### config.mk
export PLATFORM = sky130hd
export DESIGN_NAME = inst_fetcher
export DESIGN_NICKNAME = d
export VERILOG_FILES = /design/src/rtl/inst_fetcher.sv
export SDC_FILE = /design/constraint.sdc
export NUM_CORES = 1
export LEC_CHECK = 0
export BUFFER_PORTS_ARGS = -buffer_cell sky130_fd_sc_hd__buf_2
export CAP_MARGIN = 40
export CORE_MARGIN = 5
export CORE_UTILIZATION = 45
export DETAILED_ROUTE_END_ITERATION = 8
export PLACE_DENSITY = 0.7
export SLEW_MARGIN = 20
export SYNTH_ARGS = -nofsm -noshare
export SYNTH_HDL_FRONTEND = slang
export SYNTH_SLANG_ARGS = --single-unit
### constraint.sdc
create_clock -name clk_in -period 2 [get_ports clk_in]
set_input_delay 0.6 -clock clk_in [delete_from_list [all_inputs] [get_ports clk_in]]
set_output_delay 0.6 -clock clk_in [all_outputs]
set_load 0.02 [all_outputs]
### src/rtl/inst_fetcher.sv
// inst_fetcher: instruction fetch front end feeding the Issue unit.
// Holds the PC, issues one word-read request at a time to the memory
// controller, and pushes each returned instruction plus its address into
// Issue's FIFOs. A _clear pulse redirects the PC and drops any response
// still in flight.
//
// Build option: define FETCH_JAL_PREDICT_EN to follow JAL targets when
// computing the next PC. Without it the next PC is always pc + 4 and no
// opcode decode logic exists.
module inst_fetcher #(
  parameter logic [31:0] RESET_PC = 32'h0000_0000
) (
  input  logic        clk_in,
  input  logic        rst_in,
  input  logic        rdy_in,
  input  logic        _clear,
  input  logic [31:0] _clear_pc,
  input  logic        _issue_full,
  output logic        _mem_req,
  output logic [31:0] _mem_addr,
  input  logic        _mem_ready,
  input  logic [31:0] _mem_data,
  output logic        _inst_ready_out,
  output logic [31:0] _inst_out,
  output logic [31:0] _inst_addr_out
);

  localparam logic [1:0] S_IDLE    = 2'd0;
  localparam logic [1:0] S_WAIT    = 2'd1;
  localparam logic [1:0] S_DISCARD = 2'd2;

  localparam logic [31:0] WORD_MASK = 32'hFFFF_FFFC;
  localparam logic [6:0]  OP_JAL    = 7'b1101111;

  // Registered state and outputs.
  logic [1:0]  r_state;
  logic [31:0] r_pc;
  logic        r_mem_req;
  logic [31:0] r_mem_addr;
  logic        r_inst_ready;
  logic [31:0] r_inst;
  logic [31:0] r_inst_addr;

  // Next-state values.
  logic [1:0]  w_state_nxt;
  logic [31:0] w_pc_nxt;
  logic        w_mem_req_nxt;
  logic [31:0] w_mem_addr_nxt;
  logic        w_inst_ready_nxt;
  logic [31:0] w_inst_nxt;
  logic [31:0] w_inst_addr_nxt;

  // Redirect target with the byte-offset bits cleared so the PC stays
  // word-aligned whatever the ROB hands us.
  logic [31:0] w_clear_pc;
  logic [31:0] w_seq_pc;
  logic [31:0] w_next_pc;

  assign w_clear_pc = _clear_pc & WORD_MASK;
  assign w_seq_pc   = r_pc + 32'd4;

`ifdef FETCH_JAL_PREDICT_EN
  logic        w_is_jal;
  logic [31:0] w_jal_imm;
  logic [31:0] w_jal_target;

  // JAL immediate: {imm[20], imm[10:1], imm[11], imm[19:12]} scattered
  // across the word, reassembled and sign-extended from bit 20.
  assign w_is_jal  = (_mem_data[6:0] == OP_JAL);
  assign w_jal_imm = {{11{_mem_data[31]}}, _mem_data[31], _mem_data[19:12],
                      _mem_data[20], _mem_data[30:21], 1'b0};
  // Targets are only 2-byte aligned in the ISA; the fetcher works in words,
  // so the target is truncated to a word address like any redirect.
  assign w_jal_target = (r_mem_addr + w_jal_imm) & WORD_MASK;
  assign w_next_pc    = w_is_jal ? w_jal_target : w_seq_pc;
`else
  assign w_next_pc = w_seq_pc;
`endif

  // Next-state decode for the fetch FSM; rdy_in low freezes everything
  // except the push strobe, which must never repeat.
  always_comb begin
    // NOTE: every output of this block gets a default first; a path that
    // leaves one unassigned would infer a latch.
    w_state_nxt      = r_state;
    w_pc_nxt         = r_pc;
    w_mem_req_nxt    = r_mem_req;
    w_mem_addr_nxt   = r_mem_addr;
    w_inst_ready_nxt = 1'b0;
    w_inst_nxt       = r_inst;
    w_inst_addr_nxt  = r_inst_addr;

    if (rdy_in) begin
      case (r_state)
        S_IDLE: begin
          if (_clear) begin
            w_pc_nxt = w_clear_pc;
          end else if (!_issue_full) begin
            w_mem_req_nxt  = 1'b1;
            w_mem_addr_nxt = r_pc;
            w_state_nxt    = S_WAIT;
          end
        end

        S_WAIT: begin
          if (_clear) begin
            w_pc_nxt = w_clear_pc;
            if (_mem_ready) begin
              // Response lands with the flush: drop it, back to IDLE.
              w_mem_req_nxt = 1'b0;
              w_state_nxt   = S_IDLE;
            end else begin
              // Memory still owes us a word; keep the request stable and
              // swallow the answer when it arrives.
              w_state_nxt = S_DISCARD;
            end
          end else if (_mem_ready) begin
            w_inst_ready_nxt = 1'b1;
            w_inst_nxt       = _mem_data;
            w_inst_addr_nxt  = r_mem_addr;
            w_mem_req_nxt    = 1'b0;
            w_pc_nxt         = w_next_pc;
            w_state_nxt      = S_IDLE;
          end
        end

        S_DISCARD: begin
          if (_clear) begin
            w_pc_nxt = w_clear_pc;
          end
          if (_mem_ready) begin
            w_mem_req_nxt = 1'b0;
            w_state_nxt   = S_IDLE;
          end
        end

        default: begin
          // Unreachable encoding: recover to a clean idle.
          w_mem_req_nxt = 1'b0;
          w_state_nxt   = S_IDLE;
        end
      endcase
    end
  end

  // State and output registers with synchronous reset taking priority.
  always_ff @(posedge clk_in) begin
    // NOTE: sequential state uses non-blocking assignments so every register
    // samples the pre-edge values regardless of statement order.
    if (rst_in) begin
      r_state      <= S_IDLE;
      r_pc         <= RESET_PC;
      r_mem_req    <= 1'b0;
      r_mem_addr   <= 32'h0;
      r_inst_ready <= 1'b0;
      r_inst       <= 32'h0;
      r_inst_addr  <= 32'h0;
    end else begin
      r_state      <= w_state_nxt;
      r_pc         <= w_pc_nxt;
      r_mem_req    <= w_mem_req_nxt;
      r_mem_addr   <= w_mem_addr_nxt;
      r_inst_ready <= w_inst_ready_nxt;
      r_inst       <= w_inst_nxt;
      r_inst_addr  <= w_inst_addr_nxt;
    end
  end

  assign _mem_req        = r_mem_req;
  assign _mem_addr       = r_mem_addr;
  assign _inst_ready_out = r_inst_ready;
  assign _inst_out       = r_inst;
  assign _inst_addr_out  = r_inst_addr;

endmodule

==> flow_summary.ini <==
[synthesis]
synthFlopType = dfxtp_1
syn_avg_cell_area_sq_um = 7.73
ys_types = 55
ys_ff_latch = 126
synth_cells = 705
synth.most_common_cell = nand2_1
ys_seq_area_frac = 0.463
ys_top_cells_by_area = dfxtp_1 (46%), nand2_1 (15%), a21oi_1 (11%)
ys_warn_count = 0
async_flop_share = 0
synthTopCellsByCount = nand2_1 (212), dfxtp_1 (126), a21oi_1 (118)
yosysTopAreaCell = dfxtp_1
synth_area_sq_mm = 0.00545
synth_edf_count = 0
yosysTopAreaCellShare = 0.463

[sta]
fmax_mhz = 515
rsz0062_at_grt = true
finalCriticalPeriod_ns = 1.94
setup_slack_ns = 0.0596
fin_hold_ws_ns = 0.425
drv_slew = 0
fin_crit_sh = 0.970
skew_ns = 0.00645
finalHoldViolations = 0
finalSetupViolCount = 0
tightest_slew_ns = 0.598
fin_setup_tns_ns = 0
slew_headroom = 0.597

[floorplan]
rows = 40
io_pins = 168
fp.dieW_microns = 120
core_sq_mm = 0.0120
dieArea_sq_mm = 0.0144
die_y_microns = 120
floorplan.initialDensity = 0.456

[power]
peakVddDrop_v = 0.000541
seqPwrFrac = 0.422
power_mw = 6.20
combinationalPowerShare = 0.076
clockPowerShare = 0.503
power_per_cell_area_mw_per_mm2 = 843
internal_power_mw = 4.83
leakage_nw = 3.01
p_sw_frac = 0.220
switchingPower_mw = 1.37

[setup_path]
r2r_start = r_state[0]
crit_buf_inv = 1
path_cells = inv_1, ha_2, or3_4, or4_1, o21ai_0, a211oi_1
r2r-end = r_pc[17]
r2r_cells = 6
cp.arrival_ns = 2.22
crit_path_start_kind = flip-flop
cp_max_fo = 7
critPathTopFamily = simple AND/OR/NAND/NOR gates
critPathMaxStageDelay_ns = 0.54
rrSetupSlack_ns = 0.06
path_class = reg -> reg
worstSetupEndpointType = flip-flop
crit_slowest_cell = or4_1
crit_required_ns = 2.28

[hold_path]
hp-class = in -> reg
hold_depth = 3
hold_end = _inst_out[29]
hp-start = _mem_data[29]

[grt]
antenna_found_initial = 0
grt-ovfl-total = 0
grt_pass1_wl_microns = 25500
grt_max_degree = 87
grt_pass1_vias = 5140
grt_usage = 0.216

[routing]
drc = 0
routedWlPerCell_microns = 15.5
viasPerCell = 5.47
vias = 5697
wl_microns = 16100
dr.pass1.iters = 5
antenna_left = 0
drtIter0Drc = 509

[finish]
post-route-util = 0.615
syn_to_final_growth_pct = 34.9
fin_area_sq_mm = 0.00735
drive_above_1_share = 0.305
instances_no_fill = 1042
n_antenna_cell = 0
nets = 959

[clock_network]
cts_buffer_depth = 2
cts_tree = done
clock_latency_ns = 0.41
holdBufCountCts = 0
cts_max_level = 4
numCtsBuffers = 17
root_buffer = clkbuf_16
clkSinkCount = 126
clk_pin_slew_ns = 0.05

[place]
dp_cells = 1009
io_buffers = 161
place_ws_ns = -0.0135
gp_congestion = 0.864
post-dp-hpwl_microns = 11500
place_area_sq_mm = 0.00666

[flow_run]
drv_cap = 0

[run_status]
status = finished clean
==> power groups by stage <==
stage,Clock [mW],Combinational (mW),Sequential (mW)
6_report,3.12,0.469,2.61
3_3_place_gp,0,0.443,2.66
3_5_place_dp,0,0.450,2.66
5_1_grt,3.30,0.509,2.62
4_1_cts,3.17,0.452,2.61
2_1_floorplan,0,0.235,2.67
==> metal layers <==
layer,part of all wire,GRT usage,vias to the layer above
met5,0,0,-
met4,0.017,0.0880,0
met3,0.073,0.0523,24
met2,0.46,0.333,221
met1,0.45,0.290,2656
li1,-,-,2796
==> cell type report <==
class                           count  area, sq um
Clock buffer                       24          492
Clock inverter                      6          108
Fill cell                        1070         4610
Inverter                            8         30.0
Multi-Input combinational cell    520         2730
Sequential cell                   126         2530
Tap cell                          147          184
Timing Repair Buffer              211         1280
==> sequential cells by signal, summed over array words and instances, names as in the netlist <==
signal           count
r_state              2
r_pc                30
_inst_out           32
_mem_addr           30
_inst_ready_out      1
_mem_req             1
_inst_addr_out      30
==> worst reg2reg max path, cell delays in order, from the launching register on <==
cell and delay (ns):
dfxtp_2 0.35, inv_1 0.08, ha_2 0.25, or3_4 0.39, or4_1 0.54, o21ai_0 0.10, a211oi_1 0.10
==> cell usage in the layout, fill, tap and decap left out, types with 3 or more instances in the layout <==
master     synthesis  final
nand2_1          212    212
buf_2              1    160
dfxtp_1          126    122
a21oi_1          118    117
buf_4              5     43
nor2_1            29     28
o21ai_0           22     20
clkbuf_16          0     17
nand3_1           16     15
a31oi_1            9      9
buf_12             0      8
a32oi_1            7      7
nand3b_1           6      6
inv_1              7      6
nand4_1            6      6
a311oi_1           6      6
nor4_1             6      6
nor3_1             8      5
a211oi_1           5      5
o31ai_1            5      5
conb_1             1      4
clkbuf_8           5      4
dfxtp_2            0      4
nor2b_1            3      3
and2_1             3      3
nor3_2             0      3
nand2b_1           3      3
or4_4              1      3
or4_1              4      3
o221ai_1           3      3
o211ai_1           3      3
o32ai_1            3      3
bufinv_16          0      3
clkbuf_1          41      3
==> how the worst max path moves through the flow <==
stage / cells past startpoint / slack [ns] / end / startpoint
detailed placement: 5 / -0.01 / r_pc[17] / _clear
floorplan: 7 / 0.04 / r_pc[21] / r_state[1]
CTS: 6 / 0.004 / r_pc[16] / r_pc[2]
global route: 6 / -0.04 / r_pc[28] / r_pc[3]
finish: 6 / 0.06 / r_pc[17] / r_state[0]
global placement: 5 / 0.002 / r_pc[22] / _clear
==> what timing repair did <==
action                     4_1_cts  5_1_grt
buffers inserted                 0        2
setup endpoints to repair        0       15
resized for setup                0       15
==> cell families after synthesis <==
kind of cell               synth area share
AOI/OAI and AO/OA                     0.206
buffers and inverters                0.0603
DFF                                   0.463
other                              0.000688
and+or+nand+nor                       0.255
adders and majority gates            0.0115
muxes                               0.00390
No activity file was read; power rests on OpenSTA's default activity.
